$ cat src/rtl/btn_arb_pkg.sv
// ============================================================================
// btn_arb_pkg : shared widths, accept-stage classification for button_event_arbiter
// Revision    : 1.0
// ============================================================================
`default_nettype none

package btn_arb_pkg;

    // Outcome of one button's pulse at a clock edge
    typedef enum logic [1:0] {
        ACC_NONE   = 2'd0,
        ACC_BOUNCE = 2'd1,
        ACC_NEW    = 2'd2,
        ACC_DROP   = 2'd3
    } acc_e;

    function automatic int btn_id_w(input int n_btn);
        return (n_btn < 2) ? 1 : $clog2(n_btn);
    endfunction

    function automatic int lockout_w(input int cycles);
        return (cycles < 1) ? 1 : $clog2(cycles + 1);
    endfunction

    function automatic int fifo_ptr_w(input int depth);
        return (depth < 2) ? 1 : $clog2(depth);
    endfunction

    function automatic acc_e classify(input logic pulse, input logic locked, input logic pend);
        if (!pulse) begin
            return ACC_NONE;
        end else if (locked) begin
            return ACC_BOUNCE;
        end else if (pend) begin
            return ACC_DROP;
        end else begin
            return ACC_NEW;
        end
    endfunction

endpackage

`default_nettype wire

$ cat src/rtl/rr_arbiter.sv
// ============================================================================
// rr_arbiter : combinational round-robin pick of the first request at or after ptr
// Revision   : 1.0
// ============================================================================
`default_nettype none

module rr_arbiter
    import btn_arb_pkg::*;
#(
    parameter int N   = 4,
    parameter int IDW = btn_id_w(N)
) (
    input  logic [N-1:0]   req,
    input  logic [IDW-1:0] ptr,
    output logic [N-1:0]   grant,
    output logic [IDW-1:0] grant_idx,
    output logic           any_grant
);

    always_comb begin
        int             sum;
        logic [IDW-1:0] idx;
        grant     = '0;
        grant_idx = '0;
        any_grant = 1'b0;
        sum       = 0;
        idx       = '0;
        // Scan N slots starting at ptr, wrapping modulo N (N need not be a power of two)
        for (int k = 0; k < N; k++) begin
            sum = int'(ptr) + k;
            if (sum >= N) begin
                sum = sum - N;
            end
            idx = IDW'(sum);
            if (!any_grant && req[idx]) begin
                any_grant = 1'b1;
                grant[idx] = 1'b1;
                grant_idx = idx;
            end
        end
    end

endmodule

`default_nettype wire

$ cat src/rtl/button_event_arbiter.sv
// ============================================================================
// button_event_arbiter : lockout-filtered button pulses, round-robin queued to one consumer
// Revision             : 1.0
// ============================================================================
`default_nettype none

module button_event_arbiter
    import btn_arb_pkg::*;
#(
    parameter int N_BTN          = 4,
    parameter int LOCKOUT_CYCLES = 16,
    parameter int FIFO_DEPTH     = 4
) (
    input  logic                       clk,
    input  logic                       rst,
    input  logic [N_BTN-1:0]           btn_pulse,
    input  logic                       evt_ready,
    output logic                       evt_valid,
    output logic [btn_id_w(N_BTN)-1:0] evt_id,
    input  logic                       ovf_clr,
    output logic                       overflow
);

    localparam int ID_W  = btn_id_w(N_BTN);
    localparam int LK_W  = lockout_w(LOCKOUT_CYCLES);
    localparam int PTR_W = fifo_ptr_w(FIFO_DEPTH);
    localparam int CNT_W = PTR_W + 1;

    localparam logic [LK_W-1:0]  LOCKOUT_LOAD = LK_W'(LOCKOUT_CYCLES);
    localparam logic [CNT_W-1:0] DEPTH_CNT    = CNT_W'(FIFO_DEPTH);
    localparam logic [ID_W-1:0]  LAST_ID      = ID_W'(N_BTN - 1);

    logic [N_BTN-1:0] pending;
    logic [N_BTN-1:0] set_pend;
    logic [N_BTN-1:0] drop;
    logic [N_BTN-1:0] reload;
    logic [LK_W-1:0]  lockout [N_BTN];

    logic [N_BTN-1:0] grant;
    logic [ID_W-1:0]  grant_idx;
    logic             any_grant;
    logic [ID_W-1:0]  rr_ptr;

    logic [ID_W-1:0]  mem [FIFO_DEPTH];
    logic [PTR_W-1:0] wr_ptr;
    logic [PTR_W-1:0] rd_ptr;
    logic [CNT_W-1:0] count;
    logic [CNT_W-1:0] count_next;
    logic             full;
    logic             push;
    logic             pop;

    // Accept stage: decisions use pre-edge lockout and pending values
    always_comb begin
        acc_e acc;
        acc      = ACC_NONE;
        set_pend = '0;
        drop     = '0;
        reload   = '0;
        for (int i = 0; i < N_BTN; i++) begin
            acc = classify(btn_pulse[i], lockout[i] != '0, pending[i]);
            set_pend[i] = (acc == ACC_NEW);
            drop[i]     = (acc == ACC_DROP);
            reload[i]   = (acc == ACC_NEW) || (acc == ACC_DROP);
        end
    end

    always_ff @(posedge clk or posedge rst) begin
        if (rst) begin
            for (int i = 0; i < N_BTN; i++) begin
                lockout[i] <= '0;
            end
        end else begin
            for (int i = 0; i < N_BTN; i++) begin
                if (reload[i]) begin
                    lockout[i] <= LOCKOUT_LOAD;
                end else if (lockout[i] != '0) begin
                    lockout[i] <= lockout[i] - 1'b1;
                end
            end
        end
    end

    rr_arbiter #(
        .N   (N_BTN),
        .IDW (ID_W)
    ) u_rr_arbiter (
        .req       (pending),
        .ptr       (rr_ptr),
        .grant     (grant),
        .grant_idx (grant_idx),
        .any_grant (any_grant)
    );

    assign push = any_grant && !full;
    assign pop  = evt_valid && evt_ready;

    // A granted bit clears; a fresh acceptance on the same edge can only set it again
    always_ff @(posedge clk or posedge rst) begin
        if (rst) begin
            pending <= '0;
            rr_ptr  <= '0;
        end else begin
            pending <= (pending & ~(push ? grant : '0)) | set_pend;
            if (push) begin
                rr_ptr <= (grant_idx == LAST_ID) ? '0 : grant_idx + 1'b1;
            end
        end
    end

    always_comb begin
        count_next = count;
        if (push && !pop) begin
            count_next = count + 1'b1;
        end else if (!push && pop) begin
            count_next = count - 1'b1;
        end
    end

    always_ff @(posedge clk) begin
        if (push) begin
            mem[wr_ptr] <= grant_idx;
        end
    end

    // full and evt_valid are registered copies of the next occupancy
    always_ff @(posedge clk or posedge rst) begin
        if (rst) begin
            wr_ptr    <= '0;
            rd_ptr    <= '0;
            count     <= '0;
            full      <= 1'b0;
            evt_valid <= 1'b0;
        end else begin
            if (push) begin
                wr_ptr <= wr_ptr + 1'b1;
            end
            if (pop) begin
                rd_ptr <= rd_ptr + 1'b1;
            end
            count     <= count_next;
            full      <= (count_next == DEPTH_CNT);
            evt_valid <= (count_next != '0);
        end
    end

    assign evt_id = evt_valid ? mem[rd_ptr] : '0;

    always_ff @(posedge clk or posedge rst) begin
        if (rst) begin
            overflow <= 1'b0;
        end else if (|drop) begin
            overflow <= 1'b1;
        end else if (ovf_clr) begin
            overflow <= 1'b0;
        end
    end

endmodule

`default_nettype wire

$ cat config.mk
export PLATFORM = sky130hd
export DESIGN_NAME = button_event_arbiter
export DESIGN_NICKNAME = d
export VERILOG_FILES = /design/src/rtl/btn_arb_pkg.sv /design/src/rtl/rr_arbiter.sv /design/src/rtl/button_event_arbiter.sv
export SDC_FILE = /design/constraint.sdc
export NUM_CORES = 1
export LEC_CHECK = 0
export BUFFER_PORTS_ARGS = -buffer_cell sky130_fd_sc_hd__buf_2
export CAP_MARGIN = 20
export CORE_UTILIZATION = 51
export DETAILED_ROUTE_END_ITERATION = 7
export GPL_TIMING_DRIVEN = 0
export PLACE_DENSITY = 0.66
export SLEW_MARGIN = 20
export SYNTH_ARGS = -nofsm -noshare
export SYNTH_HDL_FRONTEND = slang
export SYNTH_SLANG_ARGS = --single-unit
$ cat constraint.sdc
create_clock -name clk -period 4.5 [get_ports clk]
set_input_delay 0.9 -clock clk [delete_from_list [all_inputs] [get_ports clk]]
set_output_delay 0.9 -clock clk [all_outputs]
set_load 0.05 [all_outputs]
**Word level (Yosys, flattened, before mapping)**

Memory sizes are Yosys's and may differ from the RTL's.
Cells that the tools add are included.

- Multiplexer cells: 61
- Eq/ne operators: 10
- $add $sub $neg: 16
- Bitwise logic cells: 6
- Order comparisons: 12
- Reduce and logical (&&, ||, !) cells: 32

Operators by type and width:

| cell | count |
|---|---|
| $mux 5 | 8 |
| $mux 2 | 18 |
| $mux 1 | 20 |
| $mux 4 | 5 |
| $reduce_bool 5->1 | 4 |
| $sub 5x1->5 const B | 4 |
| $eq 2x2->1 const B | 9 |
| $or 4x4->4 | 4 |
| $lt 2x3->1 const B | 4 |
| $logic_and 1x1->1 | 11 |
| $reduce_bool 2->1 | 5 |
| $ge 3x3->1 const B | 3 |
| $bmux 1 s2 | 4 |
| $demux 1 s2 | 4 |
| $ge 2x1->1 const B | 4 |
| $sub 2x1->2 const B | 4 |
| $add 2x1->2 const B | 3 |
| $add 2x2->3 const B | 2 |
| $logic_not 1->1 | 6 |
| $mux 3 | 2 |
| $and 4x4->4 | 1 |
| $logic_or 1x1->1 | 4 |
| $not 4->4 | 1 |
| $reduce_or 4->1 | 1 |
| 6 further kinds | 6 |

- Bits in writable memories: 8
- Memories: 1
- Bits in registers: 36

Memories:

| name | depth | bits a word | rd ports | clocked after Yosys merged registers in | write ports | line | source |
|---|---|---|---|---|---|---|---|
| mem | 4 | 2 | 1 | 0 | 1 | button_event_arbiter.sv:44 | `logic [ID_W-1:0] mem [FIFO_DEPTH];` |

**Longest topological paths before layout**

Gate-level depths: netlist of the first run.

- Word-level depth: 20
- Depth in mapped cells: 10

**Modules after synthesis**

From an unflattened synthesis of the first run, not the netlist that was laid out.

- Cells, all modules: 226
- Area total of the unflattened synthesis: 2478.6 um^2

Modules (own cells, without submodules):

| module | times used | cells each | sequential area each (um^2) | area an instance (um^2) |
|---|---|---|---|---|
| button_event_arbiter | 1 | 181 | 1141.1 | 2057.0 |
| rr_arbiter | 1 | 45 | 0.0 | 421.7 |

**Worst setup path before layout of the first run**

Ideal clock, no wire load.

- Path type: flip-flop to flip-flop
- From: reg rr_ptr[1]
- To: reg pending[3]
- Slack: 1830 ps
- Path buffers: 2
- Stages on the path, launching flop included: 10
- Library setup time: 126 ps
- Arrival time: 2544 ps
- Cells stage by stage: dfrtp_1 clkbuf_1 inv_1 ha_1 buf_2 mux4_2 a211oi_4 a221o_1 a21oi_1 a221o_1

- Cells in the longest elaborated chain, start to end: 19
- Elaborated cells on any way between the ends: 65
- Classes of those cells: add/sub: 7; order compare: 12; mux: 29; bitwise: 6; reduce/logical: 11

RTL lines:

| item | line | source |
|---|---|---|
| start, declared | button_event_arbiter.sv:42 | `logic [ID_W-1:0] rr_ptr;` |
| start signal, assigned | button_event_arbiter.sv:106 | `rr_ptr <= (grant_idx == LAST_ID) ? '0 : grant_idx + 1'b1;` |
| branches (longest 15 deep; another with $add 2x1->3) | - |  |
| $mux 4 * | button_event_arbiter.sv:104 | `pending <= (pending & ~(push ? grant : '0)) \| set_pend;` |
| $not 4->4 * | button_event_arbiter.sv:104 |  |
| $and 4x4->4 * | button_event_arbiter.sv:104 |  |
| $or 4x4->4 * | button_event_arbiter.sv:104 |  |
| end signal, assigned | button_event_arbiter.sv:104 |  |
| end, declared | button_event_arbiter.sv:33 | `logic [N_BTN-1:0] pending;` |

Every way passes the cells marked *. The select of a mux whose other input is x is not followed.
A chain may end at the register's enable or synchronous reset.

**Final worst setup path of the first run**

Ends and elaborated chain as after synthesis.

==> results of run 1 <==
## metrics by stage
step | total power [mW] | utilization [%] | std cells | setup WS, ps
2_1_floorplan | 2.01 | - | 279 | 1830
3_3_place_gp | 2.31 | 57.1 | 360 | 1310
3_5_place_dp | 2.34 | 57.5 | 361 | 1310
4_1_cts | 2.66 | 59.7 | 369 | 1300
5_1_grt | 2.90 | 60.0 | 369 | 1080
6_report | 2.66 | 60.0 | 369 | 1290
## synthesized netlist by cell type, drive strengths merged, types with 2 or more instances
| master | instances |
|---|---|
| dfrtp | 36 |
| inv | 23 |
| ha | 22 |
| a21oi | 18 |
| nand2 | 18 |
| o21ai | 14 |
| nor2 | 13 |
| nand3b | 10 |
| xnor2 | 10 |
| edfxtp | 8 |
| buf | 7 |
| mux2 | 7 |
| and3 | 6 |
| clkbuf | 6 |
| nand3 | 6 |
| a31oi | 5 |
| mux2i | 5 |
| nor4 | 5 |
| and2 | 4 |
| mux4 | 4 |
| nor4b | 4 |
| o211ai | 4 |
| o221ai | 4 |
| xor2 | 4 |
| a21o | 3 |
| nand2b | 3 |
| a211oi | 2 |
| a221o | 2 |
| a221oi | 2 |
| a22o | 2 |
| a22oi | 2 |
| nor2b | 2 |
| or4 | 2 |
## worst min-delay path by stage
| stage | start | endpoint | slack [ps] | depth (start not counted) |
|---|---|---|---|---|
| 3_5_place_dp | lockout[14]$_DFFE_PP0P_ | lockout[14]$_DFFE_PP0P_ | 470 | 1 |
| 4_1_cts | lockout[14]$_DFFE_PP0P_ | lockout[14]$_DFFE_PP0P_ | 480 | 1 |
| 6_report | count[2]$_DFF_PP0_ | count[2]$_DFF_PP0_ | 500 | 1 |
| 5_1_grt | lockout[19]$_DFFE_PP0P_ | lockout[19]$_DFFE_PP0P_ | 520 | 1 |
| 2_1_floorplan | lockout[14]$_DFFE_PP0P_ | lockout[14]$_DFFE_PP0P_ | 450 | 1 |
| 3_3_place_gp | lockout[9]$_DFFE_PP0P_ | lockout[9]$_DFFE_PP0P_ | 470 | 1 |
## sequential cells by signal, indices dropped and copies added (netlist names), named ones only
name       flops
rd_ptr         2
full           1
mem            8
rr_ptr         1
lockout       20
pending        4
evt_valid      1
count          3
overflow       1
wr_ptr         2
## critical path, stage by stage (launching register included)
cell,delay [ps]
dfrtp_1,490
clkbuf_1,390
inv_1,300
ha_1,350
buf_2,230
mux4_2,460
a211oi_4,300
a221o_1,190
a21oi_1,60
a221o_1,330
## cells by family after synthesis
| group | Yosys count | share of synthesized area (%) |
|---|---|---|
| AOI/OAI and AO/OA | 69 | 17.0 |
| xor gates and xnor gates | 14 | 4.57 |
| adders and majority gates | 22 | 9.67 |
| buffers and inverters | 36 | 5.49 |
| DFF | 44 | 40.1 |
| muxes | 16 | 7.69 |
| and+or+nand+nor | 78 | 15.5 |
## cell type report
cell class / instances / area share (%)
Multi-Input combinational cell: 199 / 49.9
Sequential cell: 44 / 36.3
Tap cell: 70 / 2.79
Inverter: 23 / 2.75
Timing Repair Buffer: 12 / 2.39
Buffer: 13 / 2.23
Clock buffer: 5 / 2.19
Clock inverter: 3 / 1.47
## routing by layer
layer / part of all wire (%) / GRT usage [%] / up-vias / wire length (um)
li1: - / - / 1056 / -
met1: 48 / 30.1 / 1000 / 2690
met2: 46 / 32.9 / 49 / 2560
met3: 4.7 / 4.17 / 6 / 262
met4: 1.0 / 5.58 / 0 / 57
met5: 0 / 0 / - / 0
## power by group
group	switching, mW	leakage, nW	total [mW]	internal (mW)
registers	0.177	0.497	0.830	0.654
clock network	0.144	0.0548	0.311	0.167
logic	0.867	0.796	1.52	0.653
==> metrics, run 1 <==
CTS H-tree depth=2; Hold Fails Final Rpt=0; clock root buffer=clkbuf_8; Achievable Freq=311 MHz; endpoint type of the worst setup path=flip-flop; fill count=457; Num CTS Buffers=5; share of cells above drive strength 1=16.7%; number of global-route vias before repair=2,005; prevailing post-synth register cell=dfrtp_1; synthesis-stage register bit count=44; Tcrit/Tclk final=71.4%; Ant. Diodes=0; R2R Setup Slk=1290 ps; ANT nets after route=0; Hold-fix buffers, CTS=0; Initial DRC Count=211; Hold Crit Class=reg2reg; Routed Wire Length=5570 um; IO Port Bufs=11; gr usage total=21.1%; Placed Area=3010 um2; Clock Latency Late Sink=300 ps; CTS sink cnt=44; Setup TNS Final=0 ps; CTS tree=built; Synth area leaders=dfrtp_1 32%, ha_1 9.7%, edfxtp_1 8.4%; Die X=76.7 um; Synth area leader=dfrtp_1; post-detail-place hpwl=4080 um; Post-CTS Setup Inserts=0; reg2reg path depth=9; run status=finished clean; chip height=76.7 um; initial antenna violation count=0; WP data arrival=3410 ps; Cell Pwr Density=847 nW/um2; Worst setup startpoint=rr_ptr[1]$_DFFE_PP0P_; Worst R2R End=pending[3]$_DFF_PP0_; time the worst path needs with I/O delays and setup=3210 ps; WS Path Type=reg2reg; via/cell ratio=5.72; VDD IR-drop max=0.406 mV; worst r2r src=rr_ptr[1]$_DFFE_PP0P_; CP Launch Type=flip-flop; WHS=502 ps; first-pass GRT wire length=9780 um; Mapped Area=2850 um2; Slew headroom=30.2%; core box area=5240 um2; Worst-Margin Slew=1030 ps; Synth async-reset ratio=81.8%; post-CTS resize count=0; post-synth top area share=31.6%; final net count=328; sequential area share after synthesis=40.1%; pin count of the biggest net entering global routing=26; drt first pass iters=5; Worst Skew=11.5 ps; cell area after layout=3140 um2; drt drc=0; Initial Util=54.3%; EDFF count, synth=8; clock-pin slew on the worst setup and hold paths=100 ps; Area growth, synth to finish=10.4%; most frequent cells in the layout=36 x dfrtp_1, 22 x inv_1, 22 x ha_1; routed via count=2,111; Final Slew Violations=0; multi-input logic area=1570 um2; Top-Level Pins=12; register cell area after layout=1140 um2; Placer Congestion=0.919; CP Max Fanout=10; grt total ovfl=0; Leak Pwr=1.35 nW; drt wl/cell=15.1 um; most common cell after layout, fill and taps aside=dfrtp_1; post-synthesis cell count=279; Max-Cap Viols=0; Synth Area per Inst=10.2 um2; Synth Warn #=0; RSZ-0062 raised after global routing=false; CP endpoint=pending[3]$_DFF_PP0_; Syn Nets=309; maximum buffer depth of the clock tree=2; Yosys cell types=56; Required @ worst endpoint=4690 ps; FP Rows=26; die area=5880 um2; endpoints failing setup=0
(Power assumes the default switching activity.)
==> inputs of run 2 (changes only) <==
Settings changed: PLACE_DENSITY 0.66 to 0.69.
Clock period 4.5 ns to 2.85 ns, I/O delays scaled along.
==> run 2 against run 1 <==
  * Combinational power up 68%
  * Register-to-register slack lost 1200 ps
  * Utilization grew 0.79 points
  * Clock-buffer cell count up 1
  * Routed wire length grew 6.2%
  * Hold slack got worse by 300 ps
  * Die area did not move
  * Global-route usage about the same
  * Clock skew up 2.7 ps
  * Highest routed layer unchanged
==> metrics, run 2 (synthesis results as in run 1) <==
critical path, cell by cell=clkbuf_2 > clkinvlp_4 > ha_1 > clkbuf_4 > inv_1 > or4_1 > o211ai_1 > a22oi_1 > a21o_1; Worst Skew=14.2 ps; Top-Level Pins=12; Initial DRC Count=183; most common cell after layout, fill and taps aside=dfrtp_1; Leak Pwr=1.36 nW; VDD IR-drop max=0.813 mV; Slew headroom=54.9%; Tcrit/Tclk final=98.4%; Placer Congestion=0.893; pin count of the biggest net entering global routing=26; largest register by flop count=lockout; maximum buffer depth of the clock tree=2; CTS tree=built; endpoint type of the worst setup path=flip-flop; CTS sink cnt=44; Initial Util=54.3%; ANT nets after route=0; WS Path Type=reg2reg; R2R Setup Slk=50 ps; die area=5880 um2; drt wl/cell=15.8 um; Hold-fix buffers, CTS=0; drt first pass iters=5; Num CTS Buffers=5; Required @ worst endpoint=3030 ps; worst r2r src=rr_ptr[1]$_DFFE_PP0P_; number of global-route vias before repair=2,146; endpoints failing setup=0; gr usage total=21.1%; most frequent cells in the layout=34 x dfrtp_1, 22 x ha_1, 20 x inv_1; Achievable Freq=357 MHz; Routed Wire Length=5910 um; pre-CTS WS=-290 ps; FP Rows=26; Clock Latency Late Sink=300 ps; clock root buffer=clkbuf_8; CTS H-tree depth=2; Hold Fails Final Rpt=0; chip height=76.7 um; WP data arrival=2990 ps; multi-input logic area=1580 um2; CP Max Fanout=10; core box area=5240 um2; post-detail-place hpwl=4220 um; drt drc=0; routed via count=2,252; reg2reg path depth=9; fill count=432; share of cells above drive strength 1=20.3%; CP Launch Type=flip-flop; via/cell ratio=6.01; IO Port Bufs=11; Max-Cap Viols=0; first-pass GRT wire length=9830 um; initial antenna violation count=0; register cell area after layout=1140 um2; Worst-Margin Slew=674 ps; final net count=334; time the worst path needs with I/O delays and setup=2800 ps; Largest regs=lockout: 20 flops, mem: 8 flops, pending: 4 flops; Ant. Diodes=0; Worst R2R End=pending[0]$_DFF_PP0_; Die X=76.7 um; slowest CP cell=or4_1; clock-pin slew on the worst setup and hold paths=80 ps; Setup WS post-layout=45.6 ps; Hold Crit Class=in2async; Cell Pwr Density=1340 nW/um2; max reg flops=20; CP max stage delay=520 ps; run status=finished clean; Final Slew Violations=0; Area growth, synth to finish=11.9%; grt total ovfl=0; WHS=204 ps
## run 2: area by class of cell
class / instances / share of cell area (%)
Timing Repair Buffer: 18 / 3.77
Multi-Input combinational cell: 199 / 49.6
Tap cell: 70 / 2.75
Clock inverter: 2 / 0.393
Sequential cell: 44 / 35.9
Clock buffer: 6 / 2.28
Inverter: 23 / 2.95
Buffer: 13 / 2.32
## run 2: report_power, final
part | internal (mW) | switching, mW
combinational | 1.12 | 1.43
sequential | 1.04 | 0.293
clock | 0.171 | 0.213
total | 2.32 | 1.94
## run 2: how the worst max path moves through the flow
stage | startpoint | slack (ps) | end | cells past startpoint
2_1_floorplan | rr_ptr[1]$_DFFE_PP0P_ | 180 | pending[3]$_DFF_PP0_ | 9
3_3_place_gp | rr_ptr[1]$_DFFE_PP0P_ | -320 | pending[3]$_DFF_PP0_ | 9
3_5_place_dp | rr_ptr[1]$_DFFE_PP0P_ | -290 | pending[3]$_DFF_PP0_ | 9
4_1_cts | flip-flop | 40 | pending[3]$_DFF_PP0_ | 10
5_1_grt | rr_ptr[1]$_DFFE_PP0P_ | -30 | pending[0]$_DFF_PP0_ | 9
6_report | rr_ptr[1]$_DFFE_PP0P_ | 50 | pending[0]$_DFF_PP0_ | 9
## run 2: through the flow
stage               cells  util, %  total power, mW  area (um2)  TNS, ps
finish                375     60.8             4.26        3180        0
global route          375     60.8             4.60        3180    -84.8
CTS                   370     59.4             4.14        3110        0
detailed placement    361     57.5             3.69        3010    -1150
global placement      360     57.1             3.64        2990    -1470
floorplan             279        -             3.18        2850        0
## run 2: what timing repair did
item                       in CTS  in global routing
gates resized for setup         4                  3
buffers inserted                1                  5
setup endpoints to repair      10                  6
## run 2: worst max-delay path: cells and delay by family, from the launching register on
kind | cells | cell delay, ps
buffers and inverters | 4 | 840
AO/OA/AOI/OAI | 3 | 560
AND/OR/NAND/NOR | 1 | 520
flip-flops | 1 | 450
adder cells (fa/ha/maj) | 1 | 320
## run 2: layer usage
metal / track usage [%] / vias up / routed length [um] / share of wire (%)
li1: - / 1075 / - / -
met1: 27.1 / 1073 / 2690 / 45
met2: 33.9 / 83 / 2780 / 47
met3: 5.00 / 21 / 279 / 4.7
met4: 9.23 / 0 / 164 / 2.8
met5: 0 / - / 0 / 0
